**src/rtl/alu_issue.sv**
```systemverilog
`default_nettype none
// ============================================================================
// Module   : alu_issue
// Brief    : Execute-issue stage feeding a 32-bit ALU with a registered
//            result; resolves operands with bypass and R-forwarding.
// Revision : 1.0 - initial release
// ============================================================================
module alu_issue (
  input  logic        clk,
  input  logic        reset,
  input  logic        in_valid,
  output logic        in_ready,
  input  logic [2:0]  in_op,
  input  logic [4:0]  in_rs,
  input  logic [4:0]  in_rt,
  input  logic [4:0]  in_rd,
  input  logic [31:0] in_rs_val,
  input  logic [31:0] in_rt_val,
  input  logic [15:0] in_imm,
  input  logic        wb_valid,
  input  logic [4:0]  wb_rd,
  input  logic [31:0] wb_data,
  input  logic [31:0] alu_R,
  input  logic        stall,
  output logic [31:0] A,
  output logic [31:0] B,
  output logic [2:0]  ALUControl,
  output logic        ex_valid,
  output logic [4:0]  ex_rd,
  output logic        illegal
);

  localparam logic [2:0] c_OP_ADD   = 3'b000;
  localparam logic [2:0] c_OP_SUB   = 3'b001;
  localparam logic [2:0] c_OP_XOR   = 3'b010;
  localparam logic [2:0] c_OP_ADDI  = 3'b011;
  localparam logic [2:0] c_OP_XORI  = 3'b100;
  localparam logic [2:0] c_CTL_ADD  = 3'b000;
  localparam logic [2:0] c_CTL_SUB  = 3'b001;
  localparam logic [2:0] c_CTL_XOR  = 3'b010;
  localparam logic [2:0] c_CTL_NOP  = 3'b111;

  logic        r_ex_valid;
  logic [2:0]  r_ctrl;
  logic [4:0]  r_ex_rd;
  logic        r_illegal;
  logic [31:0] r_opA;
  logic [31:0] r_opB;
  logic        r_fwdA;
  logic        r_fwdB;

  logic        w_xfer;
  logic        w_hold;
  logic        w_ill;
  logic        w_imm_op;
  logic [2:0]  w_ctrl;
  logic [31:0] w_opA;
  logic [31:0] w_opB;
  logic        w_fwdA;
  logic        w_fwdB;

  assign in_ready = !(r_ex_valid && stall);
  assign w_xfer   = in_valid && in_ready;
  assign w_hold   = r_ex_valid && stall;

  always_comb begin
    w_ctrl   = c_CTL_NOP;
    w_ill    = 1'b0;
    w_imm_op = 1'b0;
    case (in_op)
      c_OP_ADD:  w_ctrl = c_CTL_ADD;
      c_OP_SUB:  w_ctrl = c_CTL_SUB;
      c_OP_XOR:  w_ctrl = c_CTL_XOR;
      c_OP_ADDI: begin w_ctrl = c_CTL_ADD; w_imm_op = 1'b1; end
      c_OP_XORI: begin w_ctrl = c_CTL_XOR; w_imm_op = 1'b1; end
      default:   w_ill = 1'b1;
    endcase
  end

  // Operand priority: r0, in-flight result (taken from R next cycle), writeback, regfile.
  always_comb begin
    w_opA  = in_rs_val;
    w_fwdA = 1'b0;
    if (in_rs == 5'd0) begin
      w_opA = 32'd0;
    end else if (r_ex_valid && (r_ex_rd == in_rs)) begin
      w_opA  = 32'd0;
      w_fwdA = 1'b1;
    end else if (wb_valid && (wb_rd == in_rs)) begin
      w_opA = wb_data;
    end

    w_opB  = in_rt_val;
    w_fwdB = 1'b0;
    if (w_imm_op) begin
      w_opB = {{16{in_imm[15]}}, in_imm};
    end else if (in_rt == 5'd0) begin
      w_opB = 32'd0;
    end else if (r_ex_valid && (r_ex_rd == in_rt)) begin
      w_opB  = 32'd0;
      w_fwdB = 1'b1;
    end else if (wb_valid && (wb_rd == in_rt)) begin
      w_opB = wb_data;
    end
  end

  always_ff @(posedge clk or negedge reset) begin
    if (!reset) begin
      r_ex_valid <= 1'b0;
      r_ctrl     <= c_CTL_NOP;
      r_ex_rd    <= 5'd0;
      r_illegal  <= 1'b0;
      r_opA      <= 32'd0;
      r_opB      <= 32'd0;
      r_fwdA     <= 1'b0;
      r_fwdB     <= 1'b0;
    end else if (w_xfer) begin
      r_ex_valid <= 1'b1;
      r_ctrl     <= w_ctrl;
      r_ex_rd    <= w_ill ? 5'd0 : in_rd;
      r_illegal  <= w_ill;
      r_opA      <= w_opA;
      r_opB      <= w_opB;
      r_fwdA     <= w_fwdA;
      r_fwdB     <= w_fwdB;
    end else if (w_hold) begin
      // Freeze the forwarded value before the ALU overwrites R.
      r_opA  <= A;
      r_opB  <= B;
      r_fwdA <= 1'b0;
      r_fwdB <= 1'b0;
    end else if (!stall) begin
      r_ex_valid <= 1'b0;
      r_ctrl     <= c_CTL_NOP;
      r_ex_rd    <= 5'd0;
      r_illegal  <= 1'b0;
      r_opA      <= 32'd0;
      r_opB      <= 32'd0;
      r_fwdA     <= 1'b0;
      r_fwdB     <= 1'b0;
    end
  end

  assign A          = !r_ex_valid ? 32'd0 : (r_fwdA ? alu_R : r_opA);
  assign B          = !r_ex_valid ? 32'd0 : (r_fwdB ? alu_R : r_opB);
  assign ALUControl = r_ex_valid ? r_ctrl : c_CTL_NOP;
  assign ex_valid   = r_ex_valid;
  assign ex_rd      = r_ex_valid ? r_ex_rd : 5'd0;
  assign illegal    = r_ex_valid && r_illegal;

endmodule
`default_nettype wire

```
**config.mk**
```make
export PLATFORM = sky130hd
export DESIGN_NAME = alu_issue
export DESIGN_NICKNAME = d
export VERILOG_FILES = /design/src/rtl/alu_issue.sv
export SDC_FILE = /design/constraint.sdc
export NUM_CORES = 1
export LEC_CHECK = 0
export CAP_MARGIN = 10
export CORE_UTILIZATION = 43
export CTS_BUF_LIST = sky130_fd_sc_hd__clkbuf_8
export CTS_CLUSTER_DIAMETER = 60
export CTS_CLUSTER_SIZE = 14
export DETAILED_ROUTE_END_ITERATION = 12
export PLACE_DENSITY = 0.79
export SYNTH_ARGS = -nofsm -noshare
export SYNTH_HDL_FRONTEND = slang
export SYNTH_SLANG_ARGS = --single-unit
export TNS_END_PERCENT = 20
```
**constraint.sdc**
```tcl
create_clock -name clk -period 5 [get_ports clk]
set_input_delay 1 -clock clk [delete_from_list [all_inputs] [get_ports clk]]
set_output_delay 1 -clock clk [all_outputs]
set_load 0.1 [all_outputs]
```
==> results.txt <==
By area, the combinational part of the netlist is dominated by multiplexers. The tools report the number of setup violations in the final report as 0. For the pin with the worst max-slew slack, the measured transition is 1.16 ns. The post-route netlist has 17.4% of its cells at a drive strength greater than 1.

The area growth from synthesis to layout is 45.5%. Once the clock tree was built, the resizer swapped 0 gates to a different size. For this block, the initial DRC count from the detailed router was 418. From left edge to right edge, the die measures 114 µm. During synthesis, Yosys emitted a total of 0 warnings. The synthesized netlist devotes 19.7% of its cell area to compound gates.

The tools report the startpoint class of the critical path as a register. Counting flops with an async set or reset pin after synthesis yields a share of 100%. For the total detailed-routing wirelength, the log shows 18900 µm. Sequential elements use 35.2% of the synthesized area. In the post-synthesis netlist, the cell with the most instances is mux2i_1.

By startpoint and endpoint, the worst setup path is classified as reg2out. The synthesized netlist occupies a cell area of 5420 µm². For this design, the CTS-stage hold fixing added 0 buffers.

The count of different cell masters after synthesis came out at 41. For the net switching power of the design, the log shows 0.954 mW. Data on the critical path arrives at its endpoint at 2.52 ns. Number of buffers inserted during clock tree synthesis: 9.

The first global-routing pass estimated 28900 µm of wire. During placement, the flow inserted port buffers numbering 246. The logs give 19.9% for the clock power share and 2 for the maximum count of clock buffers along a single path. The depth of the CTS H-tree is 3, and the combined global-route utilization of all metal layers is 28.7%. The shortest period the worst path allows was 3.52 ns; the power per cell area was 274 nW/µm². In this run the tightest slew margin relative to its limit is 22.6%.

Adding up every negative setup slack in the final design gives 0 ns. The via count of the first global-routing pass is 5524, and the highest clock frequency the design can meet is 284 MHz. The synthesized netlist devotes 13.3% of its cell area to simple gates.

The sort of element at the end of the critical path was an output pin. The logs give 1.41 ns for the post-placement worst setup slack and 44.5% for the starting utilization of the core area. Relative contribution of sequential cells to total power: 33.7%. For the internal power contribution, the log shows 1.21 mW. After detailed routing, the number of remaining DRC violations is 0. The count of pins over their slew limit is 0. The number of antenna diodes in the final layout is 0.

The HPWL after detailed placement is 12900 µm. Among all flip-flop cells after synthesis, the most frequent one is dfrtp_1. The logs give 0 for the number of hold violations in the final report and 543 for the synthesized instance count. TritonCTS built the clock tree. The final net count was 933; the average size of a mapped cell was 9.98 µm². The largest driver fanout on the critical path works out to 70. The run finished with clean final reports.

The per-cell via count in the routed design is 5.77, and the initial antenna violation count is 0. The switching share of power is 44.2%, and the share of cell area taken by muxes after synthesis is 23.7%. The number of nets handed over by synthesis was 715. Max-cap violations in this run came to 0. Entering global routing, the biggest net connects 77 pins. For the I/O pin count, the log shows 247. The total overflow left after global routing is 0. Clock latency reported for the late side of the worst-skew pair: 0.36 ns. Post-route fraction of the period consumed by the critical path: 70.3%. Of the total synthesized cell area, the portion taken by full adders, half adders and majority gates is 0%. Post-route clock skew: 0.00951 ns.

The via count of the routed design is 5379, and the average wire length per cell after detail routing is 20.2 µm. Routability-driven placement finished with a final weighted congestion of 0.902. The tools report the required time of the worst setup path as 4.00 ns. After synthesis, the most frequently instantiated cells are 128 x mux2i_1, 73 x dfrtp_1, 66 x nor2b_1. The fraction of synthesized cell area taken by the top area cell type was 33.7%. The worst hold path belongs to the class reg2reg.

After synthesis the netlist holds a flip-flop and latch count of 76. The area share of xor/xnor cells in the synthesized design came out at 2.75%. Clock tree synthesis found a total of 76 sinks. The run gives 46.4% as the combinational group share of total power. The analysis attributes to cell leakage a power of 2.96 nW.

Summed over all instances, the cell type with the most area after synthesis is dfrtp_1. The core footprint was 12200 µm². The count of nets left with antenna violations once routing finished came out at 0. In this run the clock root is driven by a clkbuf_8.

The clock-pin slew on the worst setup and hold paths came out at 0.08 ns. The die height is 114 µm, and the floorplan die area is 13000 µm². The tools report the post-CTS setup repair buffer count as 0. In the post-synthesis netlist, the biggest area contributors are dfrtp_1 34%, mux2i_1 24%, nor2b_1 7.6%.

The logs give 0.000150 V for the maximum VDD drop and 40 for the floorplan row count. In this run, synthesis inferred 0 flip-flops with an integrated enable. Once routing completed, OpenROAD measured the worst setup slack at 1.48 ns.

Setup repair after global routing left no endpoint under its margin. The iteration count of the initial detailed-routing pass was 8.
## layout by cell type, fill, tap and decap left out, types with 3 or more instances in the layout
master / instances
nor2b_1: 66
dfstp_2: 3
clkbuf_8: 11
nor4_1: 3
a21oi_1: 20
a221oi_1: 14
nand2_1: 11
xor2_1: 12
a22o_1: 6
a22oi_1: 33
xnor2_1: 5
o221ai_1: 17
dfrtp_2: 3
inv_1: 6
buf_4: 73
dfrtp_1: 70
nor2_1: 21
and2_1: 6
clkdlybuf4s50_1: 179
o21ai_2: 30
o21ai_0: 19
mux2i_1: 128
## stage by stage
| stage | area (µm²) | instances | utilization, % | power [mW] | hold WS (ns) |
|---|---|---|---|---|---|
| 2_1_floorplan | 5420 | 543 | - | 1.42 | 0.453 |
| 3_3_place_gp | 7710 | 918 | 63.4 | 1.72 | 0.466 |
| 3_5_place_dp | 7710 | 918 | 63.4 | 1.74 | 0.476 |
| 4_1_cts | 7880 | 933 | 64.8 | 2.17 | 0.490 |
| 5_1_grt | 7880 | 933 | 64.8 | 2.25 | 0.499 |
| 6_report | 7880 | 933 | 64.8 | 2.16 | 0.487 |
## critical path, cell delays in order, from the launching register on
cell and delay, ns:
dfrtp_2 0.47, buf_4 0.58, nand2_1 0.49, buf_4 0.34, buf_4 0.25
## routing by layer
| layer | wire, µm | track usage, % | up-vias |
|---|---|---|---|
| li1 | - | - | 2448 |
| met1 | 7450 | 33.8 | 2628 |
| met2 | 9510 | 50.7 | 261 |
| met3 | 1260 | 4.55 | 42 |
| met4 | 643 | 14.5 | 0 |
| met5 | 0 | 0 | - |
## worst paths after layout
path / start / depth (start not counted) / slack [ns] / endpoint
worst max-delay path: ex_valid / 4 / 1.48 / in_ready
worst min-delay path: r_ctrl[2] / 2 / 0.49 / r_ctrl[2]
worst max register to register: ex_valid / 8 / 1.65 / r_opB[15]
worst min register to register: r_ctrl[2] / 2 / 0.49 / r_ctrl[2]
max in group asynchronous: reset / 1 / 3.51 / r_fwdB
min in group asynchronous: reset / 1 / 0.79 / r_ex_rd[4]
## power by group through the flow
stage	Combinational (mW)	Clock, mW	Sequential, mW
6_report	1.00	0.430	0.728
5_1_grt	1.05	0.467	0.735
4_1_cts	1.00	0.442	0.726
3_5_place_dp	1.00	0	0.738
3_3_place_gp	0.989	0	0.733
2_1_floorplan	0.691	0	0.728
## cell type report
cell class / count / area, µm²
Clock buffer: 11 / 151
Sequential cell: 76 / 1910
Timing Repair Buffer: 253 / 2340
Inverter: 6 / 22.5
Clock inverter: 4 / 17.5
Tap cell: 168 / 210
Fill cell: 1008 / 4280
Multi-Input combinational cell: 415 / 3230
## flip-flops by register name, summed over array words and instances (netlist names)
signal	flops
r_illegal	1
r_fwdA	1
r_ctrl	3
r_opB	32
ex_valid	1
r_opA	32
r_fwdB	1
r_ex_rd	5
## logic make-up (layout without fill, tap and decap cells)
| kind of cell | after synthesis | count (layout) |
|---|---|---|
| compound gates | 144 | 144 |
| mux | 128 | 128 |
| simple gates | 126 | 126 |
| flops | 76 | 76 |
| buf+inv | 52 | 274 |
| xor+xnor | 17 | 17 |
Note: power is estimated with default switching activity, not from simulation.
